--- src/rtl/scroll_step_ctrl.sv ---
// scroll_step_ctrl: turns rising edges of one counter16 tap bit into scroll ticks and walks a
// character-window offset through a message of length msg_len, pulsing step/wrap as it goes.
// Optional feature macro: SCROLL_HOLD_EN -- after a wrap, dwell at offset 0 for HOLD_TICKS ticks.
module scroll_step_ctrl #(
  parameter int unsigned TAP_BIT    = 15,
  parameter int unsigned LEN_W      = 6,
  parameter int unsigned HOLD_TICKS = 4
) (
  input  logic             clk,
  input  logic             rst_n,
  input  logic [15:0]      cnt_q,
  input  logic             en,
  input  logic             clr,
  input  logic [LEN_W-1:0] msg_len,
  output logic [LEN_W-1:0] offset,
  output logic             step,
  output logic             wrap,
  output logic             holding
);

`ifdef SCROLL_HOLD_EN
  typedef enum logic [1:0] {StIdle = 2'd0, StRun = 2'd1, StHold = 2'd2} state_e;

  localparam int unsigned HoldW = (HOLD_TICKS > 1) ? $clog2(HOLD_TICKS + 1) : 1;
  localparam logic [HoldW-1:0] HoldLoad = HoldW'(HOLD_TICKS);

  logic [HoldW-1:0] hold_cnt_q, hold_cnt_d;
`else
  typedef enum logic [1:0] {StIdle = 2'd0, StRun = 2'd1} state_e;

  // Dwell length only matters when the hold feature is built in.
  localparam int unsigned unused_hold_ticks = HOLD_TICKS;
`endif

  state_e           state_q, state_d;
  logic             tap_q;
  logic [LEN_W-1:0] offset_q, offset_d;
  logic             step_q, step_d;
  logic             wrap_q, wrap_d;
  logic             tick;
  logic [LEN_W-1:0] last_idx;
  logic             unused_cnt;

  // Only the tap bit of the count is consumed.
  assign unused_cnt = ^cnt_q;

  assign tick     = cnt_q[TAP_BIT] & ~tap_q;
  assign last_idx = msg_len - LEN_W'(1);

  // State, offset, pulse and tap-delay registers with synchronous active-low reset.
  always_ff @(posedge clk) begin
    if (!rst_n) begin
      state_q  <= StIdle;
      tap_q    <= 1'b0;
      offset_q <= '0;
      step_q   <= 1'b0;
      wrap_q   <= 1'b0;
    end else begin
      state_q  <= state_d;
      tap_q    <= cnt_q[TAP_BIT];
      offset_q <= offset_d;
      step_q   <= step_d;
      wrap_q   <= wrap_d;
    end
  end

`ifdef SCROLL_HOLD_EN
  // Dwell counter for the post-wrap hold.
  always_ff @(posedge clk) begin
    if (!rst_n) begin
      hold_cnt_q <= '0;
    end else begin
      hold_cnt_q <= hold_cnt_d;
    end
  end
`endif

  // Next-state logic; priority is en=0, then clr, then tick.
  always_comb begin
    state_d  = state_q;
    offset_d = offset_q;
    step_d   = 1'b0;
    wrap_d   = 1'b0;
`ifdef SCROLL_HOLD_EN
    hold_cnt_d = hold_cnt_q;
`endif
    if (!en) begin
      state_d = StIdle;
`ifdef SCROLL_HOLD_EN
      hold_cnt_d = '0;
`endif
    end else if (clr) begin
      state_d  = StRun;
      offset_d = '0;
`ifdef SCROLL_HOLD_EN
      hold_cnt_d = '0;
`endif
    end else begin
      unique case (state_q)
        StIdle: begin
          // Ticks seen while idle are dropped; scrolling starts on the next one.
          state_d = StRun;
        end
        StRun: begin
          if (tick) begin
            if (msg_len <= LEN_W'(1)) begin
              offset_d = '0;
            end else if (offset_q < last_idx) begin
              offset_d = offset_q + LEN_W'(1);
              step_d   = 1'b1;
            end else begin
              // >= also catches a length that shrank below the current offset.
              offset_d = '0;
              step_d   = 1'b1;
              wrap_d   = 1'b1;
`ifdef SCROLL_HOLD_EN
              state_d    = StHold;
              hold_cnt_d = HoldLoad;
`endif
            end
          end
        end
`ifdef SCROLL_HOLD_EN
        StHold: begin
          if (tick) begin
            if (hold_cnt_q <= HoldW'(1)) begin
              state_d    = StRun;
              hold_cnt_d = '0;
            end else begin
              hold_cnt_d = hold_cnt_q - HoldW'(1);
            end
          end
        end
`endif
        default: begin
          state_d = StIdle;
        end
      endcase
    end
  end

  assign offset = offset_q;
  assign step   = step_q;
  assign wrap   = wrap_q;
`ifdef SCROLL_HOLD_EN
  assign holding = (state_q == StHold);
`else
  assign holding = 1'b0;
`endif

endmodule

--- config.mk ---
export PLATFORM = sky130hd
export DESIGN_NAME = scroll_step_ctrl
export DESIGN_NICKNAME = d
export VERILOG_FILES = /design/src/rtl/scroll_step_ctrl.sv
export SDC_FILE = /design/constraint.sdc
export NUM_CORES = 1
export LEC_CHECK = 0
export CAP_MARGIN = 5
export CORE_MARGIN = 5
export CORE_UTILIZATION = 25
export CTS_CLUSTER_SIZE = 24
export DETAILED_ROUTE_END_ITERATION = 7
export PLACE_DENSITY_LB_ADDON = 0.08
export REMOVE_ABC_BUFFERS = 1
export SETUP_SLACK_MARGIN = 0.2
export SLEW_MARGIN = 20
export SYNTH_ARGS = -nofsm -noshare
export SYNTH_HDL_FRONTEND = slang
export SYNTH_SLANG_ARGS = --single-unit
--- constraint.sdc ---
create_clock -name clk -period 2.6 [get_ports clk]
set_input_delay 0.52 -clock clk [delete_from_list [all_inputs] [get_ports clk]]
set_output_delay 0.52 -clock clk [all_outputs]
set_load 0.01 [all_outputs]
==> qor.csv <==
stage,metric,value,unit
floorplanning,row cnt,19,
timing,setup tns final,0,ns
finish,post-route cell area,0.00114,mm2
grt,first-pass GRT wire length,3430,um
cts,clk_lat worst skew,0.26,ns
min_path,Hold Crit Class,flop to flop,
cts,clk sinks,10,
timing,unrepaired setup endpoints after global routing,false,
grt,Total Routing Usage GR,0.103,
timing,FMAX,440,MHz
yosys,most frequent cell after synthesis,dfxtp_1,
place,Place WS,-0.268,ns
finish,Antenna Diode Count,0,
routing,Via density,5.00,
power,peak supply drop,276,uV
place,Placed Instance Area,0.00105,mm2
cts,clk buf depth,2,
timing,period utilization,0.874,
timing,Hold Slack,0.522,ns
yosys,"EDFF count, synth",0,
yosys,largest area contributor in the netlist,dfxtp_1,
finish,FILL cells,283,
setup_path,"Data arrival, critical path",2.46,ns
yosys,Area contributors post-synth,"dfxtp_1, ha_1, nand4_1",
setup_path,critical path capture point type,flop,
place,I/O Buffers,18,
place,gpl congestion,0.736,
finish,P&R area growth vs syn,54.2,%
finish,nets,157,
timing,pins over their slew limit,0,
job,max-cap viol count,0,
setup_path,Crit Path Max Fanout,6,
grt,GRT Residual Overflow,0,
yosys,Syn Inst Count,86,
routing,Avg WL per Cell,12.3,um
floorplanning,die extent in x,64.3,um
yosys,Mapped Area,737,um2
timing,Final Hold Vio Count,0,
setup_path,Crit Path Class,input port to flop,
power,P_leak,0.481,nW
status,status,finished clean,
yosys,synth warn,0,
yosys,Synth top area share,0.272,
routing,# DRC,0,
cts,Num CTS Buffers,3,
timing,Finish-stage setup viols,0,
floorplanning,core area,0.00278,mm2
cts,CTS Root Cell,clkbuf_4,
timing,Final min period,2.27,ns
grt,pin count of the biggest net entering global routing,12,
yosys,Unique masters post-synth,30,
power,Final Power,0.373,mW
routing,DR pass1 iterations,4,
routing,Vias,765,
finish,share of cells above drive strength 1,0.246,
grt,vias in the first global route,717,
yosys,post-synthesis register bit count,10,
yosys,commonest cells in the netlist,"dfxtp_1, nand2_1, nand4_1, ha_1",
routing,Routed Antenna Nets,0,
setup_path,Worst EP required,2.79,ns
routing,"wirelength, routed",1890,um
routing,drt initial violations,25,
yosys,syn avg cell area,8.57,um2
place,dpl hpwl,1510,um
yosys,asr flop ratio synth,0,
floorplanning,IO Count,35,
grt,antenna violations before repair,0,
setup_path,Worst Setup Start Kind,input port,
floorplanning,die area,0.00413,mm2
yosys,sequential area share after synthesis,0.272,
timing,Setup WS post-layout,0.327,ns
timing,clock skew,0.00168,ns
power,Pwr per Cell Area,328,mW/mm2
floorplanning,initial core utilization,0.265,
cts,H-tree Lvls,1,
cts,Clock Pin Slew Worst Setup and Hold Paths,0.07,ns
yosys,Synth Flop Type,dfxtp_1,
cts,CTS tree,done,
floorplanning,Vert. Die Dim,64.3,um
==> worst max-delay path, cell delays in order <==
cell,delay [ns]
dlygate4sd2_1,0.25
buf_4,0.14
buf_4,0.13
nor2_2,0.07
nand2_1,0.06
xor2_1,0.14
ha_1,0.27
and2_4,0.17
a221oi_4,0.30
buf_6,0.17
nand4_1,0.09
o211ai_1,0.17
==> layer usage <==
layer / global-route usage / up-vias / share of wire
met1: 0.143 / 349 / 0.47
met2: 0.154 / 20 / 0.47
met5: 0 / - / 0
met3: 0.0368 / 0 / 0.058
met4: 0.0153 / 0 / 0
li1: - / 396 / -
==> stage by stage <==
stage | instances | utilization
global placement | 147 | 0.377
global route | 153 | 0.408
detailed placement | 147 | 0.377
finish | 153 | 0.408
CTS | 153 | 0.404
floorplan | 83 | -
==> timing repair <==
item,CTS,global route
gates cloned,1,0
endpoints found under the setup margin,7,6
buffers inserted,1,0
hold buffers,0,0
pin swaps,5,8
endpoints found under the hold margin,0,0
resized for setup,14,5
==> registers in the layout, indices dropped and copies added (netlist names) <==
name	count
tap_q	1
state_q	1
wrap	1
offset	6
step	1
==> cells in the final DEF (no fill, tap or decap), drive strengths merged, types with 3 or more instances in the layout <==
master,instances
buf,17
nand4,9
dfxtp,10
inv,6
clkbuf,4
clkdlybuf4s50,13
nand2,9
nor3,6
dlygate4sd2,3
ha,8
a21oi,3
nand3,5
==> path summary, 6_finish.rpt <==
kind,end,startpoint,slack [ns],depth (start not counted)
worst max register to register,offset[4],offset[3],0.79,6
worst min register to register,offset[1],offset[1],0.52,2
worst min-delay path,offset[1],offset[1],0.52,2
worst max-delay path,offset[4],msg_len[2],0.33,12
==> cells by family after synthesis <==
| family | synth area share |
|---|---|
| AO/OA/AOI/OAI | 0.212 |
| XOR/XNOR | 0.0475 |
| adder cells (fa/ha/maj) | 0.136 |
| buffers and inverters | 0.0577 |
| flip-flops | 0.272 |
| other | 0.00509 |
| AND/OR/NAND/NOR | 0.270 |
==> report_power, final <==
| part | switching [mW] | total (mW) | internal (mW) |
|---|---|---|---|
| clock | 0.0544 | 0.139 | 0.0850 |
| sequential | 0.00107 | 0.156 | 0.155 |
| combinational | 0.0353 | 0.0769 | 0.0416 |
==> layout make-up <==
| class | count | area, um2 | area share |
|---|---|---|---|
| inverter | 6 | 22.5 | 0.0198 |
| tap | 31 | 38.8 | 0.0341 |
| timing repair buffer | 35 | 315 | 0.278 |
| clock buffer | 4 | 36.3 | 0.0319 |
| sequential | 10 | 200 | 0.176 |
| multi-input combinational | 67 | 523 | 0.460 |
No activity file was read; power rests on OpenSTA's default activity.
